### config.mk
export PLATFORM = sky130hd
export DESIGN_NAME = jtag_scan_master
export DESIGN_NICKNAME = d
export VERILOG_FILES = /design/src/rtl/jtag_scan_master.sv
export SDC_FILE = /design/constraint.sdc
export NUM_CORES = 1
export LEC_CHECK = 0
export ABC_AREA = 1
export BUFFER_PORTS_ARGS = -buffer_cell sky130_fd_sc_hd__buf_2
export CORE_MARGIN = 1
export CORE_UTILIZATION = 33
export CTS_CLUSTER_SIZE = 40
export DETAILED_ROUTE_END_ITERATION = 16
export SYNTH_ARGS = -nofsm -noshare
export SYNTH_HDL_FRONTEND = slang
export SYNTH_SLANG_ARGS = --single-unit
### constraint.sdc
create_clock -name aclk -period 2.5 [get_ports aclk]
set_input_delay 0.375 -clock aclk [delete_from_list [all_inputs] [get_ports aclk]]
set_output_delay 0.375 -clock aclk [all_outputs]
set_load 0.005 [all_outputs]
### src/rtl/jtag_scan_master.sv
// Fabric-side JTAG initiator: turns TLR / IR-scan / DR-scan / idle commands into
// complete TAP pin sequences and returns the captured TDO bits.
`timescale 1ns/1ps
module jtag_scan_master #(
  parameter int CLK_DIV = 4,
  parameter int MAX_LEN = 64
) (
  input  logic               aclk,
  input  logic               aresetn,
  input  logic               cmd_valid,
  output logic               cmd_ready,
  input  logic [1:0]         cmd_op,
  input  logic [6:0]         cmd_len,
  input  logic [MAX_LEN-1:0] cmd_data,
  output logic               rsp_valid,
  input  logic               rsp_ready,
  output logic [MAX_LEN-1:0] rsp_data,
  output logic               busy,
  output logic               jtag_tck,
  output logic               jtag_tms,
  output logic               jtag_tdi,
  output logic               jtag_trst_n,
  input  logic               jtag_tdo
);

  typedef enum logic [2:0] {
    S_AUTORST, S_IDLE, S_RESET, S_PRE, S_SHIFT, S_POST, S_RUN, S_RESP
  } state_e;

  typedef enum logic [1:0] {OP_TLR = 2'd0, OP_IR = 2'd1, OP_DR = 2'd2, OP_RUN = 2'd3} op_e;

  localparam int            DW       = (CLK_DIV > 1) ? $clog2(CLK_DIV) : 1;
  localparam logic [DW-1:0] DIV_LAST = DW'(CLK_DIV - 1);
  localparam logic [6:0]    LEN_MAX  = 7'(MAX_LEN);

  state_e               state_q;
  op_e                  op_q;
  logic [6:0]           len_q, idx_q;
  logic [DW-1:0]        div_q;
  logic                 tck_q, tms_q, tdi_q, trst_n_q;
  logic [MAX_LEN-1:0]   data_q, mask_q, rsp_q;
  logic                 cmd_ready_q, rsp_valid_q, busy_q;

  logic                 bit_active, rise, fall;
  logic [6:0]           len_clamped;
  state_e               nxt_state;
  logic [6:0]           nxt_idx;
  logic                 nxt_tms, nxt_tdi, nxt_trst_n;

  assign bit_active  = state_q inside {S_AUTORST, S_RESET, S_PRE, S_SHIFT, S_POST, S_RUN};
  assign rise        = bit_active && !tck_q && (div_q == DIV_LAST);
  assign fall        = bit_active &&  tck_q && (div_q == DIV_LAST);
  assign len_clamped = (cmd_len > LEN_MAX) ? LEN_MAX : cmd_len;

  // Where the sequence goes once the current bit ends.
  always_comb begin
    // NOTE: every always_comb output gets a default first so no path leaves it unassigned (no latch).
    nxt_state = state_q;
    nxt_idx   = idx_q + 7'd1;
    case (state_q)
      S_AUTORST: if (idx_q == 7'd6) begin nxt_state = S_IDLE; nxt_idx = '0; end
      S_RESET:   if (idx_q == 7'd6) begin nxt_state = S_RESP; nxt_idx = '0; end
      S_PRE:     if (idx_q == ((op_q == OP_IR) ? 7'd3 : 7'd2)) begin
                   nxt_state = S_SHIFT; nxt_idx = '0;
                 end
      S_SHIFT:   if (idx_q == len_q - 7'd1) begin nxt_state = S_POST; nxt_idx = '0; end
      S_POST:    if (idx_q == 7'd1) begin nxt_state = S_RESP; nxt_idx = '0; end
      S_RUN:     if (idx_q == len_q - 7'd1) begin nxt_state = S_RESP; nxt_idx = '0; end
      default:   ;
    endcase
  end

  // Pin levels for the bit that starts at this TCK fall (idle levels otherwise).
  always_comb begin
    nxt_tms    = 1'b1;
    nxt_tdi    = 1'b0;
    nxt_trst_n = 1'b1;
    case (nxt_state)
      S_AUTORST, S_RESET: begin
        nxt_tms    = (nxt_idx < 7'd6);
        nxt_trst_n = (nxt_idx >= 7'd2);
      end
      S_PRE:   nxt_tms = (op_q == OP_IR) ? (nxt_idx < 7'd2) : (nxt_idx == 7'd0);
      S_SHIFT: begin
        nxt_tms = (nxt_idx == len_q - 7'd1);
        // data_q shifts on this same edge, so a continuing scan looks one bit ahead.
        nxt_tdi = (state_q == S_SHIFT) ? data_q[1] : data_q[0];
      end
      S_POST:  nxt_tms = (nxt_idx == 7'd0);
      S_RUN:   nxt_tms = 1'b0;
      default: ;
    endcase
  end

  always_ff @(posedge aclk or negedge aresetn) begin
    if (!aresetn) begin
      state_q     <= S_AUTORST;
      op_q        <= OP_TLR;
      len_q       <= '0;
      idx_q       <= '0;
      div_q       <= '0;
      tck_q       <= 1'b0;
      tms_q       <= 1'b1;
      tdi_q       <= 1'b0;
      trst_n_q    <= 1'b0;
      data_q      <= '0;
      mask_q      <= '0;
      rsp_q       <= '0;
      cmd_ready_q <= 1'b0;
      rsp_valid_q <= 1'b0;
      busy_q      <= 1'b1;
    end else begin
      // NOTE: state and every registered output use non-blocking assignments so all
      // decisions in this edge see the pre-edge values.
      case (state_q)
        S_IDLE: begin
          if (cmd_valid && cmd_ready_q) begin
            cmd_ready_q <= 1'b0;
            busy_q      <= 1'b1;
            op_q        <= op_e'(cmd_op);
            len_q       <= len_clamped;
            data_q      <= cmd_data;
            mask_q      <= MAX_LEN'(1);
            rsp_q       <= '0;
            idx_q       <= '0;
            div_q       <= '0;
            tck_q       <= 1'b0;
            case (op_e'(cmd_op))
              OP_TLR: begin
                state_q  <= S_RESET;
                tms_q    <= 1'b1;
                trst_n_q <= 1'b0;
              end
              OP_IR, OP_DR: begin
                if (len_clamped == 7'd0) begin
                  state_q     <= S_RESP;
                  rsp_valid_q <= 1'b1;
                end else begin
                  state_q <= S_PRE;
                  tms_q   <= 1'b1;
                end
              end
              default: begin
                if (len_clamped == 7'd0) begin
                  state_q     <= S_RESP;
                  rsp_valid_q <= 1'b1;
                end else begin
                  state_q <= S_RUN;
                  tms_q   <= 1'b0;
                end
              end
            endcase
          end
        end

        S_RESP: begin
          if (rsp_ready) begin
            rsp_valid_q <= 1'b0;
            state_q     <= S_IDLE;
            cmd_ready_q <= 1'b1;
            busy_q      <= 1'b0;
          end
        end

        default: begin
          if (rise) begin
            tck_q <= 1'b1;
            div_q <= '0;
            if (state_q == S_SHIFT && jtag_tdo) rsp_q <= rsp_q | mask_q;
          end else if (fall) begin
            tck_q    <= 1'b0;
            div_q    <= '0;
            state_q  <= nxt_state;
            idx_q    <= nxt_idx;
            tms_q    <= nxt_tms;
            tdi_q    <= nxt_tdi;
            trst_n_q <= nxt_trst_n;
            if (state_q == S_SHIFT) begin
              data_q <= data_q >> 1;
              mask_q <= mask_q << 1;
            end
            if (nxt_state == S_RESP) rsp_valid_q <= 1'b1;
            if (nxt_state == S_IDLE) begin
              cmd_ready_q <= 1'b1;
              busy_q      <= 1'b0;
            end
          end else begin
            div_q <= div_q + 1'b1;
          end
        end
      endcase
    end
  end

  assign cmd_ready   = cmd_ready_q;
  assign rsp_valid   = rsp_valid_q;
  assign rsp_data    = rsp_q;
  assign busy        = busy_q;
  assign jtag_tck    = tck_q;
  assign jtag_tms    = tms_q;
  assign jtag_tdi    = tdi_q;
  assign jtag_trst_n = trst_n_q;

endmodule

==> out/metrics.csv <==
metric;value;unit
outcome;complete, no violations;
Simple-Gate Fraction of Synth Area;16.8;%
H-tree levels;1;
die span in y;177;microns
Site Rows;63;
CP required;2.87;ns
max layer used;met5;
WL met3;1.29;mm
synthesized area per cell;8.69;sq um
share of cells above drive strength 1;24.8;%
Rel. slew slack;52.2;%
Avg WL per Cell;13.9;microns
clk buf depth;3;
M1 WL;11.3;mm
worst-path maximum fanout;63;
Crit path top cell by count;buf_4;
actual slew at the worst max-slew pin;0.717;ns
core footprint;29900;sq um
endpoints failing setup;0;
Async SR Flop Fraction;100;%
unrepaired setup endpoints after global routing;false;
Layout Nets;1414;
syn_nets;1245;
post-synth top area cell;dfrtp_1;
Fillers;3020;
VDD IR max;678;uV
Hold Vio Cnt, Final;0;
PortBufs;148;
count leader, synth;nand2_1;
clock insertion delay at the later pin of the skew report;0.51;ns
Starting Density;33.8;%
Highest Clock Rate;0.441;GHz
Synth Flop Type;dfrtp_1;
mux share of post-synthesis cell area;0.112;%
PD cells;1300;nW/um^2
Syn Inst Count;1160;
Via Count;8074;
register area share after synthesis;54.6;%
DRT Pass-1 Iters;4;
met2 WL;11.0;mm
synthesized area;10100;sq um
Net Sw Power;6.05;mW
min cycle time layout;2.27;ns
clock power share;23.2;%
TNS Setup;0;ns
Worst-path clk slew;0.06;ns
Hold Path Class;input pin to flop;
DRT iter0 DRCs;553;
total CTS buffers;25;
Crit-path slowest cell;buf_4;
commonest cells in the netlist;227 x nand2_1, 218 x dfrtp_1, 181 x inv_1, 88 x o21ai_0, 73 x a21oi_1;
overall power;16.4;mW
post-synthesis adder-cell area fraction;0.869;%
Synth Warn #;0;
HPWL after DPL;16.0;mm
CP max stage delay;0.55;ns
share of Yosys cell area claimed by the top area cell type;54.1;%
vias in the first global route;7894;
die area;31300;sq um
final worst slack;0.233;ns
post-route ant nets;0;
crit path DAT;2.63;ns
fin. max-slew vios;0;
Place WS;0.0836;ns
area grow syn2layout;24.4;%
GR Util All Layers;15.7;%
total gr overflow;0;
number of enable flip-flop cells after synthesis;0;
worst-path cell chain;nand2_1, nor2_1, nor2_4, inv_2, nor3_2, buf_4, o21ai_4, buf_4, o22ai_1;
Seq cells post-synth;220;
DRC viols;0;
CTS sink count;220;
period utilization;90.7;%
I/O pin count;149;
Pint;10.3;mW
root buffer cell;clkbuf_16;
post-synth cell types;37;
CTS tree;built;
total wire length;24.2;mm
Util after Layout;42.0;%
critical path launch point type;flop;
clk_skew;0.00938;ns
dpl cells;1688;
largest net degree at the start of global routing;79;
crit end category;flop;
first-pass GRT wire length;40.2;mm
Die Span X;177;microns
initial antenna violation count;4;
critical path type;flop to flop;
main combinational cell family by area after synthesis;compound AO/OA/AOI/OAI gates;
Synth Area in XOR/XNOR;0.347;%
ranking of synthesized cells by area;dfrtp_1 54%, nand2_1 8.5%, inv_1 6.7%;
Leak;5.82;nW
GPL Wtd Cong;0.896;
Flop pwr share;36.2;%
sw frac;37.0;%
number of vias per cell;4.65;
combinational power share;40.6;%
total of max-cap violations;0;
post-synthesis compound-gate area fraction;17.6;%
Cell Count, Final, Fillers Out;1738;
-- through the flow --
stage	instance area [sq um]	hold slack, ns
after floorplan	10100	0.0794
after global placement	11600	0.354
after detailed placement	11600	0.361
after CTS	12500	0.0629
after global routing	12500	0.0841
final	12500	0.0907
-- final cells by class --
type	instances	area, sq um	area share (%)
Multi-Input combinational cell	696	3700	29.5
Inverter	189	709	5.65
Antenna cell	1	2.50	0.0199
Timing Repair Buffer	197	1290	10.3
Clock inverter	15	188	1.50
Sequential cell	220	5510	43.9
Clock buffer	30	664	5.30
Tap cell	390	488	3.89
-- layer usage --
metal  track usage [%]  vias up
li1                  -     4076
met1              21.5     3802
met2              25.0      157
met3              3.37       35
met4              4.13        4
met5                 0        -
-- power by group through the flow --
stage / Sequential, mW / Combinational [mW] / Clock (mW)
after floorplan: 5.85 / 4.42 / 0
after global placement: 5.95 / 6.46 / 0
after detailed placement: 5.99 / 6.50 / 0
after CTS: 5.94 / 6.55 / 3.91
after global routing: 6.12 / 7.57 / 4.05
final: 5.93 / 6.63 / 3.79
-- final timing paths --
| path | end | cells past startpoint | startpoint | slack, ns |
|---|---|---|---|---|
| min in group asynchronous | rsp_data[48] | 2 | aresetn | 0.39 |
| min reg2reg | busy | 2 | busy | 0.47 |
| min | data_q[63] | 3 | cmd_data[63] | 0.09 |
| max | mask_q[26] | 9 | state_q[0] | 0.23 |
| max in group asynchronous | busy | 3 | aresetn | 1.41 |
| max reg2reg | mask_q[26] | 9 | state_q[0] | 0.23 |
-- flip-flops by register name, summed over array words and instances, names as in the netlist --
name         flops
busy             1
cmd_ready        1
data_q          64
div_q            2
idx_q            7
jtag_tck         1
jtag_tdi         1
jtag_tms         1
jtag_trst_n      1
len_q            7
mask_q          64
op_q             2
rsp_data        64
rsp_valid        1
state_q          3
-- cells by family (layout without fill, tap and decap cells) --
logic type | after synthesis | count (layout)
AO/OA/AOI/OAI | 302 | 302
multiplexers | 1 | 1
other | 0 | 1
AND/OR/NAND/NOR | 381 | 382
flip-flops | 220 | 220
XOR/XNOR | 4 | 4
adder cells (fa/ha/maj) | 7 | 7
buffers and inverters | 245 | 431
-- cell usage in the layout, fill, tap and decap left out, drive strengths merged --
cell         count
clkbuf          30
o32ai            1
o21ai           91
o31ai            1
inv            189
nand3b           1
dfstp            2
ha               7
o21a            62
o211ai           1
buf            196
nor3             6
nand3           31
dlygate4sd3      1
o22ai           69
clkinv           9
o221ai           1
nand2          229
diode            1
clkinvlp         2
a21oi           75
xor2             4
nor4             1
nor2            47
a22o             1
or2             61
mux2             1
bufinv           4
dfrtp          218
nand4            6
-- critical path: cells and delay by family, from the launching register on --
kind	cells	cell delay, ns
flip-flops	1	0.43
buffers and inverters	3	0.79
AO/OA/AOI/OAI	2	0.22
AND/OR/NAND/NOR	4	0.60
-- repair_timing --
action / CTS / global route
setup endpoints to repair: 0 / 6
hold endpoints to repair: 56 / 0
buffers inserted: 0 / 2
resized for setup: 0 / 19
hold buffers: 1 / 0
No activity file was read; power rests on OpenSTA's default activity.
